File: config.mk
export PLATFORM = sky130hd
export DESIGN_NAME = lfsr_seq_ctrl
export DESIGN_NICKNAME = d
export VERILOG_FILES = /design/src/rtl/lfsr_pkg.sv /design/src/rtl/bit_packer.sv /design/src/rtl/lfsr_seq_ctrl.sv
export SDC_FILE = /design/constraint.sdc
export NUM_CORES = 1
export LEC_CHECK = 0
export BUFFER_PORTS_ARGS = -buffer_cell sky130_fd_sc_hd__buf_2
export CORE_MARGIN = 5
export CORE_UTILIZATION = 45
export DETAILED_ROUTE_END_ITERATION = 6
export GPL_ROUTABILITY_DRIVEN = 0
export PLACE_DENSITY_LB_ADDON = 0.3
export SYNTH_ARGS = -nofsm -noshare
export SYNTH_HDL_FRONTEND = slang
export SYNTH_HIERARCHICAL = 1
export SYNTH_SLANG_ARGS = --single-unit
File: constraint.sdc
create_clock -name clk -period 3.1 [get_ports clk]
set_clock_uncertainty 0.1 [all_clocks]
set_input_delay 0 -clock clk [delete_from_list [all_inputs] [get_ports clk]]
set_output_delay 0 -clock clk [all_outputs]
set_load 0.1 [all_outputs]
File: src/rtl/lfsr_pkg.sv
// Shared types and default constants for the LFSR sequence controller.
// The state enum, the default sizes and a small counter-width helper live here.
package lfsr_pkg;

    typedef enum logic [1:0] {
        ST_IDLE  = 2'd0,
        ST_LOAD  = 2'd1,
        ST_RUN   = 2'd2,
        ST_DRAIN = 2'd3
    } state_t;

    localparam int DEF_OUT_W  = 8;
    localparam int DEF_SEED_W = 3;
    localparam int DEF_LAT    = 3;

    // Width of a counter that must reach max_val; never narrower than 1 bit.
    function automatic int cnt_width(input int max_val);
        return (max_val < 1) ? 1 : $clog2(max_val + 1);
    endfunction

endpackage

File: src/rtl/bit_packer.sv
// Serial-to-parallel packer: shifts bits in MSB first and flags each complete W-bit word.
// The completed word is presented combinationally on the cycle its last bit arrives.
module bit_packer
    import lfsr_pkg::*;
#(
    parameter int W = DEF_OUT_W
) (
    input  logic         clk,
    input  logic         rst,
    input  logic         clr,
    input  logic         shift_en,
    input  logic         bit_in,
    output logic [W-1:0] word,
    output logic         full
);

    localparam int CW = cnt_width(W - 1);

    logic [W-2:0]  shift_q;
    logic [W-1:0]  shift_d;
    logic [CW-1:0] count_q;
    logic [CW-1:0] count_d;

    assign full = shift_en && (count_q == CW'(W - 1));
    assign word = shift_d;

    always_comb begin
        shift_d = {shift_q, bit_in};
        count_d = count_q;
        if (shift_en) begin
            count_d = full ? '0 : count_q + CW'(1);
        end
    end

    // Stale bits need no clearing after a word: the next W-1 shifts overwrite them.
    always_ff @(posedge clk) begin
        if (!rst || clr) begin
            shift_q <= '0;
            count_q <= '0;
        end else if (shift_en) begin
            shift_q <= shift_d[W-2:0];
            count_q <= count_d;
        end
    end

endmodule

File: src/rtl/lfsr_seq_ctrl.sv
// Sequences an external serial LFSR datapath: loads the seed, free-runs it, packs
// its output into words and hands them to a consumer through a one-entry buffer.
module lfsr_seq_ctrl
    import lfsr_pkg::*;
#(
    parameter int OUT_W  = DEF_OUT_W,
    parameter int SEED_W = DEF_SEED_W,
    parameter int LAT    = DEF_LAT
) (
    input  logic              clk,
    input  logic              rst,
    input  logic              start,
    input  logic [SEED_W-1:0] seed_val,
    input  logic [7:0]        run_len,
    output logic              lfsr_ena,
    output logic              lfsr_seed,
    input  logic              lfsr_out,
    output logic              busy,
    output logic              word_valid,
    output logic [OUT_W-1:0]  word_data,
    input  logic              word_ready,
    output logic              done,
    output logic              overrun
);

    localparam int PW = cnt_width((LAT > SEED_W) ? LAT : SEED_W);

    state_t            state_q;
    logic [SEED_W-1:0] seed_q;
    logic [7:0]        len_q;
    logic [7:0]        words_q;
    logic [PW-1:0]     phase_q;
    logic              ena_q;
    logic              seed_bit_q;
    logic              busy_q;
    logic              valid_q;
    logic [OUT_W-1:0]  data_q;
    logic              done_q;
    logic              overrun_q;

    logic              accept;
    logic              pk_shift;
    logic              pk_full;
    logic [OUT_W-1:0]  pk_word;
    logic              xfer;
    logic              buf_load;

    assign accept   = (state_q == ST_IDLE) && start && (run_len != 8'd0);
    assign pk_shift = (state_q == ST_RUN) && (phase_q == PW'(LAT));
    assign xfer     = valid_q && word_ready;
    assign buf_load = pk_full && (!valid_q || word_ready);

    bit_packer #(
        .W (OUT_W)
    ) u_packer (
        .clk      (clk),
        .rst      (rst),
        .clr      (accept),
        .shift_en (pk_shift),
        .bit_in   (lfsr_out),
        .word     (pk_word),
        .full     (pk_full)
    );

    always_ff @(posedge clk) begin
        if (!rst) begin
            state_q    <= ST_IDLE;
            seed_q     <= '0;
            len_q      <= '0;
            words_q    <= '0;
            phase_q    <= '0;
            ena_q      <= 1'b0;
            seed_bit_q <= 1'b0;
            busy_q     <= 1'b0;
            valid_q    <= 1'b0;
            data_q     <= '0;
            done_q     <= 1'b0;
            overrun_q  <= 1'b0;
        end else begin
            done_q <= 1'b0;
            if (buf_load) begin
                valid_q <= 1'b1;
                data_q  <= pk_word;
            end else if (xfer) begin
                valid_q <= 1'b0;
            end

            case (state_q)
                ST_IDLE: begin
                    if (start && (run_len == 8'd0)) begin
                        done_q <= 1'b1;
                    end else if (accept) begin
                        state_q    <= ST_LOAD;
                        busy_q     <= 1'b1;
                        seed_bit_q <= seed_val[SEED_W-1];
                        seed_q     <= seed_val << 1;
                        len_q      <= run_len;
                        words_q    <= '0;
                        phase_q    <= '0;
                        overrun_q  <= 1'b0;
                        ena_q      <= 1'b0;
                    end
                end
                ST_LOAD: begin
                    if (phase_q == PW'(SEED_W - 1)) begin
                        state_q    <= ST_RUN;
                        ena_q      <= 1'b1;
                        seed_bit_q <= 1'b0;
                        phase_q    <= '0;
                    end else begin
                        phase_q    <= phase_q + PW'(1);
                        seed_bit_q <= seed_q[SEED_W-1];
                        seed_q     <= seed_q << 1;
                    end
                end
                ST_RUN: begin
                    // phase_q counts off the pipeline-fill samples before packing starts.
                    if (phase_q != PW'(LAT)) begin
                        phase_q <= phase_q + PW'(1);
                    end
                    if (pk_full) begin
                        words_q <= words_q + 8'd1;
                        if (!buf_load) begin
                            overrun_q <= 1'b1;
                        end
                        if (words_q + 8'd1 == len_q) begin
                            state_q <= ST_DRAIN;
                            ena_q   <= 1'b0;
                        end
                    end
                end
                ST_DRAIN: begin
                    if (!valid_q) begin
                        state_q <= ST_IDLE;
                        busy_q  <= 1'b0;
                        done_q  <= 1'b1;
                    end
                end
                default: state_q <= ST_IDLE;
            endcase
        end
    end

    assign lfsr_ena   = ena_q;
    assign lfsr_seed  = seed_bit_q;
    assign busy       = busy_q;
    assign word_valid = valid_q;
    assign word_data  = data_q;
    assign done       = done_q;
    assign overrun    = overrun_q;

endmodule

==> results.txt <==
----------------------------------------------------
[Synthesis]
  Mapped Nets ... 294
  Synthesized cell area ... 2500 um2
  Synth top cells by count ... 46 x dfxtp_1, 26 x mux2i_1, 26 x nor2b_1, 21 x nor2_1, 18 x nand2_1
  Synth warn ... 6
  Share of Yosys cell area claimed by the top area cell type ... 0.369
  Top post-synthesis cells by area ... dfxtp_1 37%, mux2i_1 10%, nor2b_1 6.5%, ha_1 6.0%, nor2_1 3.2%
  Syn avg cell area ... 9.38 um2
  Number of synthesized register bits ... 46
  Number of distinct library cells after synthesis ... 55
  Post-synthesis cell type with the largest combined area ... dfxtp_1
  EDFF count, synth ... 0
  Most common cell in the netlist ... dfxtp_1
  Post-synth ARST share ... 0
  Post-Syn Instances ... 266
  Register area share after synthesis ... 0.369
  Flip-flop cell with the highest count after synthesis ... dfxtp_1

[Min path]
  Worst min-delay path class ... input port to flip-flop

[GRT]
  Met2 capacity usage during global routing ... 0.241
  Routing usage on met1 ... 0.191
  Vias in the first global route ... 1879
  First-pass GRT wire length ... 8.71 mm
  Grt peak-use layer ... met2
  Met3 layer usage reported by global route ... 0.0363
  Largest net degree at the start of global routing ... 40
  GRT Total Usage ... 0.149
  Total overflow reported by the global router ... 0
  Number of antenna violations at the first check in global routing ... 0

[Final layout]
  Combined area of the multi-input logic cells ... 1420 um2
  Inserted Diodes ... 0
  Area Growth Syn to Fin ... 14.8%
  Area used by sequential logic in the layout ... 921 um2
  Fill count ... 500
  Share of post-route cells with drive strength above 1 ... 0.164
  Final-stage net count ... 331

[Pwr]
  Power density over the cells ... 609 nW/um2
  IR drop worst, VDD ... 407 uV
  Sw power ... 0.700 mW
  Share of total power in combinational logic ... 0.380
  Power Total ... 1.74 mW
  Leak pwr ... 1.16 nW
  Sequential power share ... 0.397
  Sw Share ... 0.401
  Clock share of power ... 0.224
  Design internal power ... 1.04 mW

[STA]
  Setup repair after global routing missed its margin ... no
  Highest Clock Rate ... 0.430 GHz
  Final number of hold-violating endpoints ... 0
  Max-slew violation total from the final report ... 0
  Final Cycle Share ... 0.750
  Tightest slew margin relative to the limit ... 0.571
  Final setup violation count ... 0
  Final critical-path required period ... 2.32 ns
  Total Negative Setup Slacks ... 0 ns
  Slew at the pin closest to its max-slew limit ... 0.643 ns

[Placement]
  Number of input and output port buffers inserted ... 29
  Final HPWL from detailed placement ... 3.49 mm

[Route]
  WL per Instance ... 13.7 um
  Number of detailed-routing iterations run before antenna repair ... 4
  Remaining number of nets flagged by the antenna check after routing ... 0
  Via density per instance ... 5.12
  Final routed wirelength across all metal layers ... 5.14 mm
  Number of DRC violations after detailed routing ... 0
  Drt initial violations ... 107
  Vias ... 1925

[Critical path]
  Launch point of the critical path ... state_q[0]
  Required time of the critical path ... 3.21 ns
  Highest-delay cell along the critical path ... a211o_1
  Worst reg-to-reg setup slack ... 0.78 ns
  CP max FO ... 18
  Type of element launching the critical path ... flip-flop
  Cell breakdown of the critical path ... inv_1 > ha_1 > and2_1 > and2_1 > nor2b_1 > a211o_1 > o21ai_0 > a22oi_1 > nor2b_1
  Type of the worst setup path ... flip-flop to flip-flop
  Capture point of the worst path ... words_q[2]
  Worst path arrival time ... 2.43 ns
  Reg2Reg Launch Point ... state_q[0]
  Cells on worst reg2reg path ... 9
  Worst R2R End ... words_q[2]
  Critical Path Sink Type ... flip-flop
  Delay of the slowest cell on the worst path ... 0.49 ns

[Floorplan]
  I/O pin total ... 30
  Initial Utilization ... 0.459
  Die outline width ... 84.5 um
  Die Y ... 84.5 um
  Die Area ... 7140 um2
  Floorplan row count ... 27
  Core box area ... 5440 um2

[Clocking]
  # clock sinks ... 46
  Bufs on Longest Clock Path ... 2
  Number of clock buffers inserted by TritonCTS ... 5
  H-tree level count ... 2
  Clk Latency, worst-skew pair ... 0.31 ns
  CTS tree ... built
  Setup Fix Bufs, Post-CTS ... 0
  Buffer cell driving the clock tree root ... clkbuf_8
  Worst-path clk slew ... 0.10 ns

[Outcome]
  Outcome ... finished clean

[Job]
  Max-capacitance violation count ... 0

----------------------------------------------------
placed cells by master (no fill, tap or decap), drive strengths merged, types with 5 or more instances in the layout:
master,n
clkbuf,5
dlygate4sd3,15
inv,8
nand2,18
nor2b,26
ha,12
o21ai,12
mux2i,26
nand2b,8
dfxtp,46
xnor2,8
nor2,21
a21boi,5
a21oi,7
nand3,7
buf,32
per-stage QoR:
stage | std cells | setup WS (ns) | hold WS (ns) | util | area (um2)
2_1_floorplan | 266 | 0.855 | 0.0472 | - | 2500
3_3_place_gp | 353 | 0.879 | 0.163 | 0.482 | 2620
3_5_place_dp | 353 | 0.851 | 0.165 | 0.482 | 2620
4_1_cts | 376 | 0.823 | 0.135 | 0.527 | 2870
5_1_grt | 376 | 0.506 | 0.169 | 0.527 | 2870
6_report | 376 | 0.776 | 0.136 | 0.527 | 2870
power groups by stage:
stage,registers (mW),logic [mW],clock network (mW)
floorplan,0.820,0.467,0
global placement,0.701,0.641,0
detailed placement,0.705,0.644,0
CTS,0.691,0.664,0.401
global route,0.700,0.722,0.423
finish,0.692,0.662,0.390
how the worst min path moves through the flow:
stage / startpoint / end / slack [ns] / cells past startpoint
3_5_place_dp: seed_val[2] / lfsr_seed / 0.17 / 3
3_3_place_gp: seed_val[2] / lfsr_seed / 0.16 / 3
6_report: rst / phase_q[1] / 0.14 / 2
5_1_grt: rst / word_valid / 0.17 / 2
4_1_cts: rst / phase_q[1] / 0.13 / 2
2_1_floorplan: lfsr_out / u_packer/shift_q[0] / 0.05 / 2
layout make-up:
class / instances / area share
Timing Repair Buffer: 47 / 0.111
Clock buffer: 5 / 0.0240
Multi-Input combinational cell: 196 / 0.494
Clock inverter: 3 / 0.00873
Tap cell: 72 / 0.0314
Sequential cell: 46 / 0.321
Inverter: 7 / 0.00917
flip-flops by register name, summed over array words and instances, names as in the netlist, 2 cells and up:
register          cells
u_packer/shift_q      7
len_q                 8
word_data             8
phase_q               2
state_q               2
words_q               8
seed_q                2
u_packer/count_q      3
kinds of logic (layout without fill, tap and decap cells):
group / Yosys count / after routing / synth area share
and+or+nand+nor: 101 / 101 / 0.225
AOI/OAI and AO/OA: 46 / 46 / 0.132
DFF: 46 / 46 / 0.369
muxes: 27 / 27 / 0.109
buffers and inverters: 24 / 62 / 0.0637
adders and majority gates: 12 / 12 / 0.0601
xor gates and xnor gates: 10 / 10 / 0.0411
metal layers:
layer,share of wire,wire (um),vias up
met1,0.50,2550,895
met5,0,0,-
li1,-,-,990
met2,0.46,2350,31
met4,0.017,87,0
met3,0.031,157,9
repair_timing:
action | CTS | global route
gates resized for setup | 0 | 0
endpoints found under the hold margin | 15 | 0
hold buffers | 15 | 0
critical path, delay by kind of cell (launching register included):
family          cells  cell delay (ns)
compound gates      3             0.84
fa+ha+maj           1             0.22
buf+inv             1             0.10
flops               1             0.44
simple gates        4             0.54
Note: power is estimated with default switching activity, not from simulation.
